$ cat src/rtl/fft_in_ctrl_pkg.sv
// Shared FFT definitions: default frame geometry and the per-bank state encoding
// used by the input controller and reusable by the butterfly core.
package fft_in_ctrl_pkg;

    localparam int FFT_TOTAL_STAGE = 10;
    localparam int FFT_CPLX_WIDTH  = 32;
    localparam int FFT_N           = 1 << FFT_TOTAL_STAGE;

    typedef enum logic [1:0] {
        BANK_FREE    = 2'd0,
        BANK_FILLING = 2'd1,
        BANK_FULL    = 2'd2,
        BANK_BUSY    = 2'd3
    } bank_st_e;

endpackage

$ cat src/rtl/fft_in_ctrl_bitrev_addr.sv
// fft_bitrev_addr: combinational reversal of a TOTAL_STAGE-bit sample index
// into the RAM address of the bit-reversed input ordering.
module fft_bitrev_addr
    import fft_in_ctrl_pkg::*;
#(
    parameter int TOTAL_STAGE = FFT_TOTAL_STAGE
) (
    input  logic [TOTAL_STAGE-1:0] din,
    output logic [TOTAL_STAGE-1:0] dout
);

    // Mirror the index bits: dout[MSB-i] takes din[i].
    always_comb begin
        dout = {TOTAL_STAGE{1'b0}};
        for (int i = 0; i < TOTAL_STAGE; i++) begin
            dout[TOTAL_STAGE-1-i] = din[i];
        end
    end

endmodule

$ cat src/rtl/fft_in_ctrl.sv
// fft_in_ctrl: writes a natural-order sample stream bit-reversed into a ping-pong
// input RAM and hands full banks to the FFT core. FFT_IN_CTRL_DROP_CNT_EN adds drop_cnt/ovf.
module fft_in_ctrl
    import fft_in_ctrl_pkg::*;
#(
    parameter int TOTAL_STAGE = FFT_TOTAL_STAGE,
    parameter int CPLX_WIDTH  = FFT_CPLX_WIDTH
) (
    input  logic                   clk,
    input  logic                   rst,
    input  logic                   ien,
    output logic                   iready,
    input  logic [CPLX_WIDTH-1:0]  idata,
    output logic                   wen,
    output logic                   wbank,
    output logic [TOTAL_STAGE-1:0] waddr,
    output logic [CPLX_WIDTH-1:0]  wdata,
    output logic                   frm_valid,
    output logic                   frm_bank,
    input  logic                   frm_ack,
    input  logic                   frm_done
`ifdef FFT_IN_CTRL_DROP_CNT_EN
    ,
    output logic [15:0]            drop_cnt,
    output logic                   ovf
`endif
);

    localparam logic [TOTAL_STAGE-1:0] CNT_LAST = {TOTAL_STAGE{1'b1}};
    localparam logic [TOTAL_STAGE-1:0] CNT_ONE  = {{(TOTAL_STAGE-1){1'b0}}, 1'b1};

    bank_st_e               bank_st_r [2];
    bank_st_e               bank_st_s [2];
    logic [TOTAL_STAGE-1:0] cnt_r;
    logic [TOTAL_STAGE-1:0] cnt_s;
    logic [TOTAL_STAGE-1:0] cnt_rev_s;
    logic                   fbank_r;
    logic                   fbank_s;
    logic                   iready_s;
    logic                   accept_s;
    logic                   frm_valid_s;
    logic                   frm_bank_s;

    fft_bitrev_addr #(
        .TOTAL_STAGE (TOTAL_STAGE)
    ) u_bitrev (
        .din  (cnt_r),
        .dout (cnt_rev_s)
    );

    assign iready_s = !rst && ((bank_st_r[fbank_r] == BANK_FREE) ||
                               (bank_st_r[fbank_r] == BANK_FILLING));
    assign accept_s = ien && iready_s;
    assign iready   = iready_s;

    // Next bank states (release first, then grant, then fill), fill pointer and frame offer.
    always_comb begin
        bank_st_s[0] = bank_st_r[0];
        bank_st_s[1] = bank_st_r[1];
        cnt_s        = cnt_r;
        fbank_s      = fbank_r;
        frm_valid_s  = 1'b0;
        frm_bank_s   = frm_bank;

        for (int b = 0; b < 2; b++) begin
            case (bank_st_r[b])
                BANK_BUSY: begin
                    if (frm_done) bank_st_s[b] = BANK_FREE;
                    else          bank_st_s[b] = BANK_BUSY;
                end
                BANK_FULL: begin
                    if (frm_valid && frm_ack && (int'(frm_bank) == b)) bank_st_s[b] = BANK_BUSY;
                    else                                               bank_st_s[b] = BANK_FULL;
                end
                default: bank_st_s[b] = bank_st_r[b];
            endcase
        end

        if (accept_s) begin
            cnt_s = cnt_r + CNT_ONE;
            if (cnt_r == CNT_LAST) bank_st_s[fbank_r] = BANK_FULL;
            else                   bank_st_s[fbank_r] = BANK_FILLING;
        end else begin
            cnt_s = cnt_r;
        end

        // Move the fill pointer as soon as the current bank is closed and the other one is free.
        if (((bank_st_s[fbank_r] == BANK_FULL) || (bank_st_s[fbank_r] == BANK_BUSY)) &&
            (bank_st_s[~fbank_r] == BANK_FREE)) begin
            fbank_s = ~fbank_r;
        end else begin
            fbank_s = fbank_r;
        end

        if (frm_valid) begin
            frm_valid_s = !frm_ack;
            frm_bank_s  = frm_bank;
        end else begin
            frm_valid_s = ((bank_st_r[0] == BANK_FULL) || (bank_st_r[1] == BANK_FULL)) &&
                          (bank_st_r[0] != BANK_BUSY) && (bank_st_r[1] != BANK_BUSY);
            // With both banks full the fill pointer sits on the newer one.
            if ((bank_st_r[0] == BANK_FULL) && (bank_st_r[1] == BANK_FULL)) begin
                frm_bank_s = ~fbank_r;
            end else begin
                frm_bank_s = (bank_st_r[1] == BANK_FULL);
            end
        end
    end

    // State registers and the registered RAM write port.
    always_ff @(posedge clk) begin
        if (rst) begin
            bank_st_r[0] <= BANK_FREE;
            bank_st_r[1] <= BANK_FREE;
            cnt_r        <= {TOTAL_STAGE{1'b0}};
            fbank_r      <= 1'b0;
            wen          <= 1'b0;
            wbank        <= 1'b0;
            waddr        <= {TOTAL_STAGE{1'b0}};
            wdata        <= {CPLX_WIDTH{1'b0}};
            frm_valid    <= 1'b0;
            frm_bank     <= 1'b0;
        end else begin
            bank_st_r[0] <= bank_st_s[0];
            bank_st_r[1] <= bank_st_s[1];
            cnt_r        <= cnt_s;
            fbank_r      <= fbank_s;
            wen          <= accept_s;
            if (accept_s) begin
                wbank <= fbank_r;
                waddr <= cnt_rev_s;
                wdata <= idata;
            end
            frm_valid    <= frm_valid_s;
            frm_bank     <= frm_bank_s;
        end
    end

`ifdef FFT_IN_CTRL_DROP_CNT_EN
    // Saturating count of cycles where the source presented a sample that could not be taken.
    always_ff @(posedge clk) begin
        if (rst) begin
            drop_cnt <= 16'h0000;
            ovf      <= 1'b0;
        end else if (ien && !iready_s && (drop_cnt != 16'hFFFF)) begin
            drop_cnt <= drop_cnt + 16'h0001;
            if (drop_cnt == 16'hFFFE) ovf <= 1'b1;
        end
    end
`endif

endmodule
$ cat config.mk
export PLATFORM = sky130hd
export DESIGN_NAME = fft_in_ctrl
export DESIGN_NICKNAME = d
export VERILOG_FILES = /design/src/rtl/fft_in_ctrl_pkg.sv /design/src/rtl/fft_in_ctrl_bitrev_addr.sv /design/src/rtl/fft_in_ctrl.sv
export SDC_FILE = /design/constraint.sdc
export NUM_CORES = 1
export LEC_CHECK = 0
export CORE_UTILIZATION = 40
export CTS_BUF_LIST = sky130_fd_sc_hd__clkbuf_2
export DETAILED_ROUTE_END_ITERATION = 10
export PLACE_DENSITY = 0.75
export SYNTH_ARGS = -nofsm -noshare
export SYNTH_HDL_FRONTEND = slang
export SYNTH_HIERARCHICAL = 1
export SYNTH_SLANG_ARGS = --single-unit
export TNS_END_PERCENT = 30
$ cat constraint.sdc
create_clock -name clk -period 1.6 [get_ports clk]
set_input_delay 0.32 -clock clk [delete_from_list [all_inputs] [get_ports clk]]
set_output_delay 0.32 -clock clk [all_outputs]
set_load 0.1 [all_outputs]
==> qor.csv, run 1 <==
stage;metric;value;unit
layout;drive_above_1_share;27.3;%
logic_synthesis;ys_async_sr_fraction;0;%
placement;gp_congestion;0.861;
critical_path;r2r_cells;8;
logic_synthesis;synth_edf_count;0;
logic_synthesis;synth_ff_type;dfxtp_1;
pwr;power_frac_clock;23.5;%
critical_path;critical_path_depth;4;
cts;numCtsBuffers;9;
route;route.detailed.drc;0;
timing;fmax;539;MHz
route;vias;2345;
route;routed_via_density;4.91;
floorplanning;coreArea;0.00599;mm2
critical_path;crit_family;flip-flops;
floorplanning;die_h;81.2;um
critical_path;cp_data_arrival_time;1540;ps
critical_path;crit_fanout;2;
cts;cts-htree-levels;3;
global_routing;grt_start_max_net_pins;42;
global_routing;grt.overflow.total;0;
critical_path;crit_chain;mux2_4 -> buf_6 -> nor2_4 -> buf_12;
timing;skew;12.9;ps
global_routing;grt_pass1_wl;9790;um
min_path;min_path_type;primary input to register;
cts;ctsLongestPathBuffers;2;
layout;seq_area;0.00125;mm2
pwr;combPwrFrac;23.9;%
route;dr.pass1.iters;4;
layout;fillCellCount;472;
cts;root_buffer;clkbuf_2;
pwr;vdd_drop_max;0.000562;V
layout;final_nets;437;
outcome;failed_checks;setup timing;
logic_synthesis;netlist-cell-type-count;43;
timing;rsz0062_at_grt;true;
pwr;p_leak;1.54;nW
layout;final_core_util;68.3;%
logic_synthesis;ys.warnings.count;6;
logic_synthesis;syn-num-nets;344;
timing;slew_viol_final;0;
logic_synthesis;ys_ff_latch;62;
cts;clock_sinks;62;
timing;timing_hold_violations_final;0;
layout;n_antenna_cell;0;
pwr;power_density;766;mW/mm2
route;antenna_left;0;
placement;io_buffer_count;83;
global_routing;grt.total_usage;19.6;%
global_routing;antenna_found_initial;0;
logic_synthesis;avgSynthCellArea;8.20;um2
floorplanning;initial_utilization;41.9;%
floorplanning;io-pin-count;84;
floorplanning;die_area;0.00659;mm2
global_routing;grt_pass1_vias;2198;
critical_path;crit_path_max_incr_delay;370;ps
route;drt_wl_total;6140;um
critical_path;worstSetupStartpointType;register;
timing;relSlewSlack;71.5;%
cts;path_clk_slew;160;ps
route;wl_per_cell;12.9;um
critical_path;crit_buf_inv;2;
pwr;p_sw;1.04;mW
critical_path;crit_required;1280;ps
cts;cts_tree;yes;
layout;syn2layout_area_growth;63.2;%
floorplanning;die_w;81.2;um
pwr;p_int;2.09;mW
critical_path;worst_setup_path_end_kind;output port;
logic_synthesis;synth_top_area_cell;dfxtp_1;
logic_synthesis;yosysMostFrequentCell;nand2_1;
outcome;status;finished, violations left;
cts;clk_latency;480;ps
logic_synthesis;ys_top_cells_by_area;dfxtp_1 49%, nand2_1 14%, a21oi_1 9.8%;
logic_synthesis;syn_area;0.00251;mm2
pwr;pwr-share-seq;52.6;%
logic_synthesis;synthTopCellsByCount;94 x nand2_1, 62 x dfxtp_1, 49 x a21oi_1;
floorplanning;std_cell_rows;28;
timing;worst_slew_pin_slew;428;ps
timing;post-route-period-util;116;%
logic_synthesis;synthCells;306;
route;drtIter0Drc;91;
layout;multi_input_area;0.00112;mm2
logic_synthesis;synth.top_cell.area_share;49.5;%
critical_path;crit_type;register to output port;
logic_synthesis;synth.yosys.seq_area_share;49.5;%
min_path;holdPathStages;3;
timing;setup_viol;1;
timing;worst_hold_slack;321;ps
timing;setup_ws;-256;ps
timing;period_minus_slack;1860;ps
critical_path;slowest_stage;dfxtp_2;
job;drv_cap;0;
placement;dpl.hpwl;4450;um
pwr;switching_share;33.3;%
## path summary, 6_finish.rpt
kind                             to                  start  slack [ps]
max                          iready               register        -260
min           wdata[6]$_SDFFE_PP0N_                    rst         320
max reg2reg  wdata[19]$_SDFFE_PP0N_               register          10
min reg2reg   waddr[0]$_SDFFE_PP0N_  cnt_r[9]$_SDFFE_PP0N_         470
## sequential cells by signal, indices dropped and copies added (netlist names), named ones only
| signal | count |
|---|---|
| wen | 1 |
| wdata | 32 |
| fbank_r | 1 |
| cnt_r | 10 |
| frm_bank | 1 |
| frm_valid | 1 |
| bank_st_r | 4 |
| waddr | 10 |
| wbank | 1 |
## final cells by class
| type | instances | area share [%] |
|---|---|---|
| Clock buffer | 10 | 1.22 |
| Clock inverter | 5 | 0.672 |
| Sequential cell | 62 | 30.5 |
| Multi-Input combinational cell | 210 | 27.4 |
| Tap cell | 75 | 2.29 |
| Timing Repair Buffer | 112 | 37.6 |
| Inverter | 4 | 0.367 |
## stage by stage
stage	instance area [um2]	std cells	worst slack (ps)	TNS, ps	power (mW)
2_1_floorplan	2520	306	-116	-116	2.09
3_3_place_gp	3940	461	-191	-7210	2.41
3_5_place_dp	3940	461	-249	-10120	2.42
4_1_cts	4050	478	-304	-304	3.17
5_1_grt	4090	478	-359	-983	3.28
6_report	4090	478	-256	-256	3.14
## what timing repair did
action | 4_1_cts | 5_1_grt
endpoints found under the setup margin | 1 | 44
gates resized for setup | 6 | 7
pin swaps | 1 | 0
setup buffers | 2 | 0
hold buffers | 0 | 0
## power groups by stage
stage,clock (mW),sequential [mW],combinational (mW)
2_1_floorplan,0,1.94,0.152
3_3_place_gp,0,1.68,0.735
3_5_place_dp,0,1.68,0.742
4_1_cts,0.770,1.65,0.748
5_1_grt,0.839,1.66,0.785
6_report,0.738,1.65,0.749
## cells by family after synthesis
family / synth area share, %
flip-flops: 49.5
AO/OA/AOI/OAI: 15.1
XOR/XNOR: 2.44
AND/OR/NAND/NOR: 23.1
multiplexers: 1.45
adder cells (fa/ha/maj): 0.499
buffers and inverters: 7.88
## layout by cell type, fill, tap and decap left out, drive strengths merged, types with 2 or more instances in the layout
cell	count
a21oi	49
a31o	2
buf	77
clkbuf	10
clkdlybuf4s50	35
clkinv	4
dfxtp	62
inv	4
mux2	2
nand2	94
nand2b	2
nand3	10
nand4	2
nor2	12
nor3	2
nor4	4
o211ai	2
o21ai	3
xnor2	5
xor2	2
## routing by layer
metal	GRT usage [%]	up-vias	part of all wire, %
met1	21.0	1068	40
met3	9.44	7	6.8
li1	-	1193	-
met5	0	-	0
met4	4.82	0	1.1
met2	34.4	77	52
## worst reg2reg max path, delay by kind of cell (launching register included)
| kind | cells | cell delay (ps) |
|---|---|---|
| AND/OR/NAND/NOR | 2 | 190 |
| buffers and inverters | 4 | 580 |
| AO/OA/AOI/OAI | 1 | 130 |
| multiplexers | 1 | 260 |
| flip-flops | 1 | 370 |
Power figures use the tool's default switching activity.
==> inputs of run 2 (changes only) <==
- CTS_CLUSTER_SIZE: default -> 14
- SLEW_MARGIN: default -> 20
==> results of run 2 <==
The final DEF is identical to that of run 1; final timing and power are the same.
